$ cat config.mk
export PLATFORM = sky130hd
export DESIGN_NAME = noc_flit_sink
export DESIGN_NICKNAME = d
export VERILOG_FILES = /design/src/rtl/noc_flit_sink.sv
export SDC_FILE = /design/constraint.sdc
export NUM_CORES = 1
export LEC_CHECK = 0
export BUFFER_PORTS_ARGS = -buffer_cell sky130_fd_sc_hd__buf_4
export CAP_MARGIN = 10
export CORE_AREA = 2 2 147 106
export CTS_CLUSTER_DIAMETER = 50
export CTS_CLUSTER_SIZE = 12
export DETAILED_ROUTE_END_ITERATION = 7
export DIE_AREA = 0 0 149 108
export GPL_TIMING_DRIVEN = 0
export HOLD_SLACK_MARGIN = 0.12
export MAX_ROUTING_LAYER = met4
export PLACE_DENSITY_LB_ADDON = 0.1
export SLEW_MARGIN = 10
export SYNTH_ARGS = -nofsm -noshare
export SYNTH_HDL_FRONTEND = slang
export SYNTH_SLANG_ARGS = --single-unit
$ cat constraint.sdc
create_clock -name noc_clk -period 3.36 [get_ports noc_clk]
set_input_delay 0.672 -clock noc_clk [delete_from_list [all_inputs] [get_ports noc_clk]]
set_output_delay 0.672 -clock noc_clk [all_outputs]
set_load 0.1 [all_outputs]
$ cat src/rtl/noc_flit_sink.sv
// Receive-side NoC endpoint: checks header destination, strips it, and forwards payload through a small FIFO.
// Optional NOC_SINK_LEN_CHECK_EN enables header LEN vs. body-count checking on err_len.
module noc_flit_sink #(
    parameter int Noc_Data_Width = 32,
    parameter int X_ID           = 0,
    parameter int Y_ID           = 0,
    parameter int FIFO_DEPTH     = 4
) (
    input  logic                      noc_clk,
    input  logic                      noc_rst,
    input  logic                      receive_valid,
    output logic                      receive_ready,
    input  logic [Noc_Data_Width-1:0] receive_flit,
    input  logic                      receive_is_header,
    input  logic                      receive_is_tail,
    output logic                      out_valid,
    input  logic                      out_ready,
    output logic [Noc_Data_Width-1:0] out_data,
    output logic                      out_last,
    output logic [3:0]                out_src_x,
    output logic [3:0]                out_src_y,
    output logic [7:0]                pkt_count,
    output logic                      err_dest,
    output logic                      err_proto,
    output logic                      err_len
);
    localparam int PW = (FIFO_DEPTH > 1) ? $clog2(FIFO_DEPTH) : 1;
    localparam int EW = Noc_Data_Width + 9;

    typedef enum logic [1:0] {IDLE, PAYLOAD, DROP} state_t;

    state_t            state_q, state_d;
    logic [3:0]        src_x_q, src_y_q;
    logic [7:0]        body_cnt_q, body_cnt_nxt;
    logic [EW-1:0]     mem [FIFO_DEPTH];
    logic [PW-1:0]     wr_ptr, rd_ptr;
    logic [PW:0]       count_q;
    logic              fifo_full, rx_fire, out_fire, dest_match;
    logic              push, latch_hdr, pkt_inc, set_dest, set_proto;

    assign fifo_full    = (count_q == (PW+1)'(FIFO_DEPTH));
    assign out_valid    = (count_q != '0);
    assign rx_fire      = receive_valid & receive_ready;
    assign out_fire     = out_valid & out_ready;
    assign dest_match   = (receive_flit[7:4] == 4'(X_ID)) && (receive_flit[3:0] == 4'(Y_ID));
    assign body_cnt_nxt = (body_cnt_q == 8'hFF) ? 8'hFF : body_cnt_q + 8'd1;
    assign {out_data, out_last, out_src_x, out_src_y} = mem[rd_ptr];

    always_ff @(posedge noc_clk) begin
        if (noc_rst) state_q <= IDLE;
        else         state_q <= state_d;
    end

    // Ready is held low while reset is asserted so no flit is accepted in that cycle.
    always_comb begin
        state_d       = state_q;
        receive_ready = 1'b0;
        push          = 1'b0;
        latch_hdr     = 1'b0;
        pkt_inc       = 1'b0;
        set_dest      = 1'b0;
        set_proto     = 1'b0;
        if (!noc_rst) begin
            case (state_q)
                IDLE: begin
                    receive_ready = 1'b1;
                    if (rx_fire) begin
                        if (!receive_is_header) begin
                            set_proto = 1'b1;
                        end else if (dest_match) begin
                            if (receive_is_tail) begin
                                pkt_inc = 1'b1;
                            end else begin
                                latch_hdr = 1'b1;
                                state_d   = PAYLOAD;
                            end
                        end else begin
                            set_dest = 1'b1;
                            if (!receive_is_tail) state_d = DROP;
                        end
                    end
                end
                PAYLOAD: begin
                    receive_ready = !fifo_full;
                    if (rx_fire) begin
                        if (receive_is_header) begin
                            set_proto = 1'b1;
                        end else begin
                            push = 1'b1;
                            if (receive_is_tail) begin
                                pkt_inc = 1'b1;
                                state_d = IDLE;
                            end
                        end
                    end
                end
                DROP: begin
                    receive_ready = 1'b1;
                    if (rx_fire && receive_is_tail) state_d = IDLE;
                end
                default: state_d = IDLE;
            endcase
        end
    end

    always_ff @(posedge noc_clk) begin
        if (noc_rst) begin
            src_x_q    <= '0;
            src_y_q    <= '0;
            body_cnt_q <= '0;
            pkt_count  <= '0;
            err_dest   <= 1'b0;
            err_proto  <= 1'b0;
        end else begin
            if (latch_hdr) begin
                src_x_q    <= receive_flit[15:12];
                src_y_q    <= receive_flit[11:8];
                body_cnt_q <= '0;
            end else if (push) begin
                body_cnt_q <= body_cnt_nxt;
            end
            if (pkt_inc)   pkt_count <= pkt_count + 8'd1;
            if (set_dest)  err_dest  <= 1'b1;
            if (set_proto) err_proto <= 1'b1;
        end
    end

`ifdef NOC_SINK_LEN_CHECK_EN
    logic [7:0] len_q;
    logic       err_len_q;

    // body_cnt_nxt counts the flit being accepted, so a well-formed tail lands exactly on LEN.
    always_ff @(posedge noc_clk) begin
        if (noc_rst) begin
            len_q     <= '0;
            err_len_q <= 1'b0;
        end else begin
            if (latch_hdr) len_q <= receive_flit[23:16];
            if (push && ((receive_is_tail && body_cnt_nxt != len_q) ||
                         (!receive_is_tail && body_cnt_nxt == len_q)))
                err_len_q <= 1'b1;
        end
    end
    assign err_len = err_len_q;
`else
    assign err_len = 1'b0;
`endif

    // Entries are cleared on reset so out_* read as zero until the first word arrives.
    always_ff @(posedge noc_clk) begin
        if (noc_rst) begin
            wr_ptr  <= '0;
            rd_ptr  <= '0;
            count_q <= '0;
            for (int i = 0; i < FIFO_DEPTH; i++) mem[i] <= '0;
        end else begin
            if (push) begin
                mem[wr_ptr] <= {receive_flit, receive_is_tail, src_x_q, src_y_q};
                wr_ptr      <= wr_ptr + 1'b1;
            end
            if (out_fire) rd_ptr <= rd_ptr + 1'b1;
            case ({push, out_fire})
                2'b10:   count_q <= count_q + 1'b1;
                2'b01:   count_q <= count_q - 1'b1;
                default: count_q <= count_q;
            endcase
        end
    end

endmodule

==> results of run 1 <==
[worst max-delay path, stage by stage, from the launching register on]
cell and delay (ns):
dfxtp_1 0.30, buf_1 0.24, buf_1 0.58, mux4_2 0.44, buf_4 0.26
[metrics by stage]
stage	hold slack, ns	worst slack (ns)	instances
after floorplan	0.4847	0.4320	557
after global placement	0.4665	0.1315	841
after detailed placement	0.4679	0.1453	841
after CTS	0.4984	0.3859	872
after global routing	0.5222	0.2742	872
final	0.4922	0.4308	872
[state kept, by name (all words and copies together) (netlist names), named ones only]
register   flops
src_y_q        4
src_x_q        4
mem          164
count_q        3
rd_ptr         2
err_dest       1
state_q        2
pkt_count      8
wr_ptr         2
err_proto      1
[synthesized netlist by cell type (2+ instances only)]
| cell type | count |
|---|---|
| nor2_1 | 20 |
| nor3_4 | 2 |
| or3_1 | 5 |
| nor3b_1 | 3 |
| o21ai_0 | 7 |
| buf_1 | 5 |
| dfxtp_1 | 29 |
| nand3_1 | 3 |
| clkbuf_1 | 8 |
| and2_1 | 164 |
| or4_1 | 4 |
| ha_1 | 2 |
| mux2i_1 | 9 |
| and3_1 | 3 |
| xnor2_1 | 2 |
| o31ai_1 | 4 |
| nor4_4 | 2 |
| xor2_1 | 3 |
| edfxtp_1 | 164 |
| mux4_2 | 41 |
| inv_1 | 6 |
| buf_2 | 14 |
| or2_2 | 4 |
| a21oi_1 | 14 |
| nand2_1 | 5 |
| a31o_2 | 2 |
| buf_6 | 6 |
| or3b_1 | 2 |
[layer usage]
metal / vias to the layer above / GRT usage
met1: 2492 / 0.3336
li1: 2278 / -
met2: 156 / 0.3703
met4: 0 / 0.08367
met5: - / -
met3: 21 / 0.04304
[report_power, final]
group | switching (W) | internal [W] | leakage, nW
registers | 0.0000190 | 0.00266 | 1.93
clock network | 0.000872 | 0.00109 | 0.266
logic | 0.000245 | 0.0000852 | 1.57
[cell type report]
type,instances,area [µm²]
clock inverter,13,137.6
multi-input combinational,322,2796
clock buffer,18,429.2
tap,195,244.0
sequential,193,5505
timing repair buffer,89,668.1
inverter,7,28.78
fill,1057,4528
buffer,35,198.9
[how the worst max path moves through the flow]
stage,end,cells after the start
final,out_data[10],4
after global routing,out_data[10],4
after CTS,out_data[10],4
after detailed placement,mem[1][20],7
after global placement,mem[1][28],7
after floorplan,receive_ready,3
[cells by family after synthesis]
family	Yosys count	share of synthesized area
AOI/OAI and AO/OA	35	0.02702
and+or+nand+nor	228	0.1703
xor gates and xnor gates	5	0.005140
other	1	0.0004401
adders and majority gates	3	0.005286
muxes	50	0.1189
DFF	193	0.6461
buffers and inverters	42	0.02673
==> results.py, run 1 <==
metrics = {
    "synth": {
        "synth_top_area_cell": "edfxtp_1",
        "yosys_warnings": 0,
        "synth_cell_types": 52,
        "syn-num-nets": 598,
        "yosys.area.top_type_share": 0.5780,
        "syn_inst": 557,
        "seq_area_frac_synth": 0.6461,
        "async_reset_ff_frac": 0,
        "synth-edff-count": 164,
        "ys_top_cells_by_area": "edfxtp_1 58%, and2_1 12%, mux4_2 11%",
        "avgSynthCellArea_um2": 15.30,
        "ys_seq_elements": 193,
        "synthFlopType": "edfxtp_1",
        "synth_area_mm2": 0.008521,
    },
    "timing": {
        "slew_headroom": 0.2059,
        "slew_violations": 0,
        "tns_ns": 0,
        "finalSetupViolations": 0,
        "hold_violations": 0,
        "timing.final.crit_share": 0.8718,
        "fmax_mhz": 341.4,
        "tightest_slew_ns": 1.191,
        "skew_ns": 0.009274,
        "period_needed_ns": 2.929,
        "rsz0062_at_grt": "false",
    },
    "setup_path": {
        "ff2ff_path_depth": 7,
        "r2r_slack_ns": 0.54,
        "worstPathArrival_ns": 2.26,
        "end_kind": "primary output",
        "r2r_start": "state_q[0]",
        "worstSetupPathType": "reg2out",
        "critPathMaxFanout": 10,
        "worstPathRequired_ns": 2.69,
        "startpoint_type": "register",
        "r2r_end": "mem[1][25]",
    },
    "flow_run": {
        "cap_violations": 0,
    },
    "global_routing": {
        "grt_max_degree": 42,
        "overflow": 0,
        "antenna_found_initial": 0,
        "grt_pass1_vias": 5132,
        "grt_pass1_wl_mm": 27.63,
        "track_usage": 0.2419,
    },
    "die": {
        "die_h_um": 108,
        "dieArea_mm2": 0.01609,
        "fp.dieW_um": 149,
        "start_util": 0.5862,
        "core_region_area_mm2": 0.01454,
        "boundaryPins": 92,
        "placementRows": 37,
    },
    "final_layout": {
        "nNetsFinal": 706,
        "final_util": 0.6885,
        "synthToLayoutAreaGrowth_pct": 17.46,
        "antennaDiodeCount": 0,
        "layout_common_cells": "164 x and2_1, 164 x edfxtp_1, 90 x buf_4",
        "fin_area_mm2": 0.01001,
        "drive_above_1_share": 0.2880,
    },
    "drt": {
        "wl_mm": 17.46,
        "wl_per_cell_um": 20.02,
        "wl_met1_mm": 7.537,
        "routed-via-count": 4947,
        "wl_met2_mm": 8.447,
        "ant_nets": 0,
        "drc": 0,
        "wl_met3_mm": 1.175,
        "drt-vias-per-instance": 5.673,
        "first_iter_violations": 328,
        "drt_pass1_iterations": 5,
        "topRoutingLayerUsed": "met4",
    },
    "placed_design": {
        "dpl_cell_area_mm2": 0.009442,
        "globalplace.congestion": 0.7897,
        "place_hpwl_mm": 11.13,
        "port-buffer-count": 89,
    },
    "clock_tree": {
        "cts_tree": "built",
        "cts_buffers": 17,
        "clk_latency_ns": 0.44,
        "clk_pin_slew_worst_paths_ns": 0.07,
        "ctsHoldBuffers": 0,
        "ctsRootBufferMaster": "clkbuf_16",
        "max-clock-path-buffers": 2,
        "cts_sinks": 193,
        "cts_setup_buffers": 0,
        "cts_resized": 0,
        "htree_levels": 4,
    },
    "power_and_ir_drop": {
        "total_power_w": 0.004969,
        "peakVddDrop_uv": 441.3,
        "powerDensity_mw_per_mm2": 496.5,
        "power_leakage_nw": 3.765,
    },
    "worst_hold_path": {
        "hp-class": "reg2reg",
        "whs_endpoint": "err_proto",
        "hold_start": "err_proto",
        "hold_depth": 2,
    },
    "status": {
        "outcome": "finished clean",
    },
}
Note: power is estimated with default switching activity, not from simulation.
==> inputs of run 2 (changes only) <==
- PLACE_DENSITY: not set -> 0.81
- PLACE_DENSITY_LB_ADDON: 0.1 -> not set
==> results.py, run 2 (synthesis results as in run 1) <==
metrics = {
    "status": {
        "outcome": "finished clean",
    },
    "setup_path": {
        "slowest_stage": "buf_1",
        "critPathMaxFanout": 10,
        "cp_top_family": "buffers and inverters",
        "worstPathCellList": "buf_1, buf_1, mux4_2, buf_4",
        "end_kind": "primary output",
        "critical_path.endpoint": "out_src_y[1]",
        "cpPeakStageDelay_ns": 0.58,
        "worstPathArrival_ns": 2.36,
        "r2r_start": "state_q[0]",
        "r2r_slack_ns": 0.54,
        "crit_buf_inv": 3,
        "critPathMostFrequentCell": "buf_1",
        "r2r_end": "mem[1][39]",
        "worstPathRequired_ns": 2.69,
        "ff2ff_path_depth": 7,
        "cp.depth": 4,
        "worstSetupPathType": "reg2out",
        "startpoint_type": "register",
    },
    "global_routing": {
        "antenna_found_initial": 0,
        "track_usage": 0.2401,
        "overflow": 0,
        "grt_pass1_vias": 5146,
        "grt_pass1_wl_mm": 27.42,
        "grt_max_degree": 42,
    },
    "timing": {
        "tightest_slew_ns": 1.179,
        "tns_ns": 0,
        "hold_violations": 0,
        "skew_ns": 0.009466,
        "rsz0062_at_grt": "false",
        "fmax_mhz": 330.0,
        "slew_violations": 0,
        "finalSetupViolations": 0,
        "timing.final.crit_share": 0.9019,
        "slew_headroom": 0.2139,
        "period_needed_ns": 3.030,
    },
    "clock_tree": {
        "cts_resized": 0,
        "cts_sinks": 193,
        "ctsRootBufferMaster": "clkbuf_16",
        "cts_setup_buffers": 0,
        "cts_buffers": 17,
        "max-clock-path-buffers": 2,
        "clk_pin_slew_worst_paths_ns": 0.07,
        "ctsHoldBuffers": 0,
        "htree_levels": 4,
        "cts_tree": "built",
        "clk_latency_ns": 0.44,
    },
    "final_layout": {
        "regArea_mm2": 0.005505,
        "antennaDiodeCount": 0,
        "n_fill_cell": 980,
        "drive_above_1_share": 0.2950,
        "final_util": 0.6922,
        "nNetsFinal": 706,
        "layout_common_cells": "164 x and2_1, 164 x edfxtp_1, 90 x buf_4",
        "regMostFlops": "mem",
        "synthToLayoutAreaGrowth_pct": 18.09,
        "reg.largest.list": "mem: 164 flops, pkt_count: 8 flops",
        "multi_input_area_mm2": 0.002796,
        "largest_register_ffs": 164,
        "stdcell_count": 873,
    },
    "die": {
        "boundaryPins": 92,
        "start_util": 0.5862,
        "placementRows": 37,
        "dieArea_mm2": 0.01609,
        "fp.dieW_um": 149,
        "core_region_area_mm2": 0.01454,
        "die_h_um": 108,
    },
    "drt": {
        "wl_per_cell_um": 20.09,
        "ant_nets": 0,
        "routed-via-count": 5007,
        "drt_pass1_iterations": 5,
        "drt-vias-per-instance": 5.735,
        "drc": 0,
        "wl_mm": 17.54,
        "first_iter_violations": 358,
    },
    "placed_design": {
        "port-buffer-count": 89,
        "place_hpwl_mm": 11.22,
        "globalplace.congestion": 0.8238,
        "post-place-cells": 841,
    },
    "flow_run": {
        "cap_violations": 0,
    },
    "worst_hold_path": {
        "hp-class": "reg2reg",
        "hold_depth": 2,
    },
    "power_and_ir_drop": {
        "powerDensity_mw_per_mm2": 510.6,
        "peakVddDrop_uv": 340.7,
        "power_leakage_nw": 3.803,
    },
}
==> run 2: routing by layer <==
layer	share of wire	up-vias	global-route usage
met3	0.067	15	0.05781
met4	0.010	0	0.05986
met1	0.42	2532	0.3121
met2	0.50	189	0.3887
li1	-	2271	-
met5	0	-	-
==> run 2: power by group <==
part           internal, W  switching [W]
registers          0.00266      0.0000201
logic            0.0000851       0.000244
clock network      0.00119       0.000938
==> run 2: final cells by class <==
cell class,count,share of cell area
Clock buffer,17,0.04228
Timing Repair Buffer,89,0.06640
Clock inverter,15,0.01940
Sequential cell,193,0.5471
Buffer,35,0.01977
Multi-Input combinational cell,322,0.2779
Inverter,7,0.002860
Tap cell,195,0.02425
==> run 2: worst min-delay path by stage <==
stage                      from          to  slack [ns]
2_1_floorplan         rd_ptr[1]    register        0.48
3_3_place_gp          err_proto   err_proto        0.47
3_5_place_dp          err_proto   err_proto        0.48
4_1_cts        receive_flit[12]  src_x_q[0]        0.49
5_1_grt        receive_flit[12]  src_x_q[0]        0.51
6_report              err_proto   err_proto        0.50
==> run 2: tightest hold or removal path, stage by stage, from the launching register on <==
cell and delay (ns):
dfxtp_1 0.33, a21oi_1 0.04, nor2_1 0.09
==> run 2: per-stage QoR <==
stage	hold slack (ns)	cell area [µm²]	power, W	setup slack, ns
floorplan	0.4847	8521	0.002939	0.4320
global placement	0.4683	9433	0.003049	0.1643
detailed placement	0.4799	9433	0.003061	0.1144
CTS	0.4933	10050	0.005147	0.3101
global route	0.5115	10060	0.005255	0.1966
finish	0.5012	10060	0.005138	0.3296
==> inputs of run 3 (changes only) <==
- BUFFER_PORTS_ARGS: -buffer_cell sky130_fd_sc_hd__buf_4 -> -buffer_cell sky130_fd_sc_hd__buf_2
==> results.py, run 3 (synthesis results as in run 1) <==
metrics = {
    "status": {
        "outcome": "finished clean",
    },
    "setup_path": {
        "worstPathArrival_ns": 2.41,
        "worstPathRequired_ns": 2.69,
        "worstPathCellList": "buf_1, buf_1, mux4_2, buf_2",
        "startpoint_type": "register",
        "critPathMostFrequentCell": "buf_1",
        "end_kind": "primary output",
        "cpPeakStageDelay_ns": 0.56,
        "slowest_stage": "buf_1",
        "r2r_start": "state_q[0]",
        "worstSetupPathType": "reg2out",
        "critPathMaxFanout": 10,
        "cp_top_family": "buffers and inverters",
        "r2r_slack_ns": 0.50,
        "crit_buf_inv": 3,
    },
    "timing": {
        "hold_violations": 0,
        "slew_violations": 0,
        "timing.final.crit_share": 0.9162,
        "slew_headroom": 0.2055,
        "finalSetupViolations": 0,
        "finalHoldWorstSlack_ns": 0.4784,
        "tightest_slew_ns": 1.192,
        "tns_ns": 0,
        "rsz0062_at_grt": "false",
        "period_needed_ns": 3.078,
        "fmax_mhz": 324.9,
        "skew_ns": 0.006324,
        "fin_ws_ns": 0.2817,
    },
    "global_routing": {
        "grtUsageMet2": 0.3851,
        "overflow": 0,
        "busiest_layer": "met2",
        "grt_max_degree": 42,
        "antenna_found_initial": 1,
        "grtUsageMet3": 0.04937,
        "grt_pass1_wl_mm": 27.54,
        "grt_util_met1": 0.3153,
        "grt_pass1_vias": 5205,
        "track_usage": 0.2389,
    },
    "die": {
        "placementRows": 37,
        "dieArea_mm2": 0.01609,
        "boundaryPins": 92,
        "start_util": 0.5862,
        "die_h_um": 108,
        "fp.dieW_um": 149,
        "core_region_area_mm2": 0.01454,
    },
    "final_layout": {
        "final_util": 0.6758,
        "layout_common_cells": "164 x and2_1, 164 x edfxtp_1, 103 x buf_2",
        "drive_above_1_share": 0.2847,
        "regMostFlops": "mem",
        "largest_register_ffs": 164,
        "synthToLayoutAreaGrowth_pct": 15.29,
        "reg.largest.list": "mem: 164 flops, pkt_count: 8 flops",
        "nNetsFinal": 706,
    },
    "clock_tree": {
        "clk_latency_ns": 0.43,
        "ctsHoldBuffers": 0,
        "max-clock-path-buffers": 2,
        "cts_setup_buffers": 0,
        "ctsRootBufferMaster": "clkbuf_16",
        "cts_buffers": 17,
        "htree_levels": 4,
        "clk_pin_slew_worst_paths_ns": 0.06,
        "cts_resized": 0,
        "cts_tree": "built",
        "cts_sinks": 193,
    },
    "placed_design": {
        "globalplace.congestion": 0.8077,
        "port-buffer-count": 89,
        "place_hpwl_mm": 11.16,
        "pre_cts_slack_ns": 0.07939,
    },
    "drt": {
        "drt-vias-per-instance": 5.765,
        "drt_pass1_iterations": 5,
        "wl_mm": 17.44,
        "drc": 0,
        "ant_nets": 0,
        "routed-via-count": 5039,
        "wl_per_cell_um": 19.95,
        "first_iter_violations": 440,
    },
    "power_and_ir_drop": {
        "peakVddDrop_uv": 367.3,
        "total_power_w": 0.005050,
        "power_leakage_nw": 3.735,
        "powerDensity_mw_per_mm2": 514.1,
    },
    "flow_run": {
        "cap_violations": 0,
    },
    "worst_hold_path": {
        "hp-class": "reg2reg",
        "hold_start": "err_proto",
    },
}
run 3: cell types whose count changed in the layout (fill, tap and decap cells not counted), sizes merged:
cell / previous run / this run
clkinv: 5 / 7
clkbuf: 26 / 29
diode: 0 / 1
inv: 14 / 7
clkinvlp: 0 / 1
bufinv: 3 / 4
run 3: layout make-up:
class | count | area [µm²]
Sequential cell | 193 | 5505
Timing Repair Buffer | 89 | 445.4
Inverter | 7 | 28.78
Multi-Input combinational cell | 322 | 2796
Tap cell | 195 | 244.0
Buffer | 35 | 198.9
Fill cell | 1003 | 4713
Antenna cell | 1 | 2.502
Clock buffer | 20 | 436.7
Clock inverter | 12 | 165.2
run 3: stage by stage:
| stage | std cells | cell area, µm² |
|---|---|---|
| finish | 874 | 9823 |
| global route | 874 | 9823 |
| CTS | 873 | 9812 |
| detailed placement | 841 | 9210 |
| global placement | 841 | 9210 |
| floorplan | 557 | 8521 |
run 3: final timing paths:
kind,endpoint,cells after the start
min reg2reg,err_proto,2
max,out_data[12],4
min,err_proto,2
max reg2reg,mem[0][31],7
run 3: tightest hold or removal path: cells and delay by family (launching register included):
family           cells  cell delay (ns)
AO/OA/AOI/OAI        1             0.04
AND/OR/NAND/NOR      1             0.07
flip-flops           1             0.33
run 3: layer usage:
metal	routed length, µm	vias to the layer above
li1	-	2280
met1	7451	2560
met2	8751	177
met3	1042	22
met4	191	0
met5	0	-
run 3: power by group:
part	total [W]	internal, W	switching [W]	leakage [nW]
clock	0.00207	0.00124	0.000830	0.288
combinational	0.000306	0.0000621	0.000244	1.52
sequential	0.00268	0.00266	0.0000195	1.93
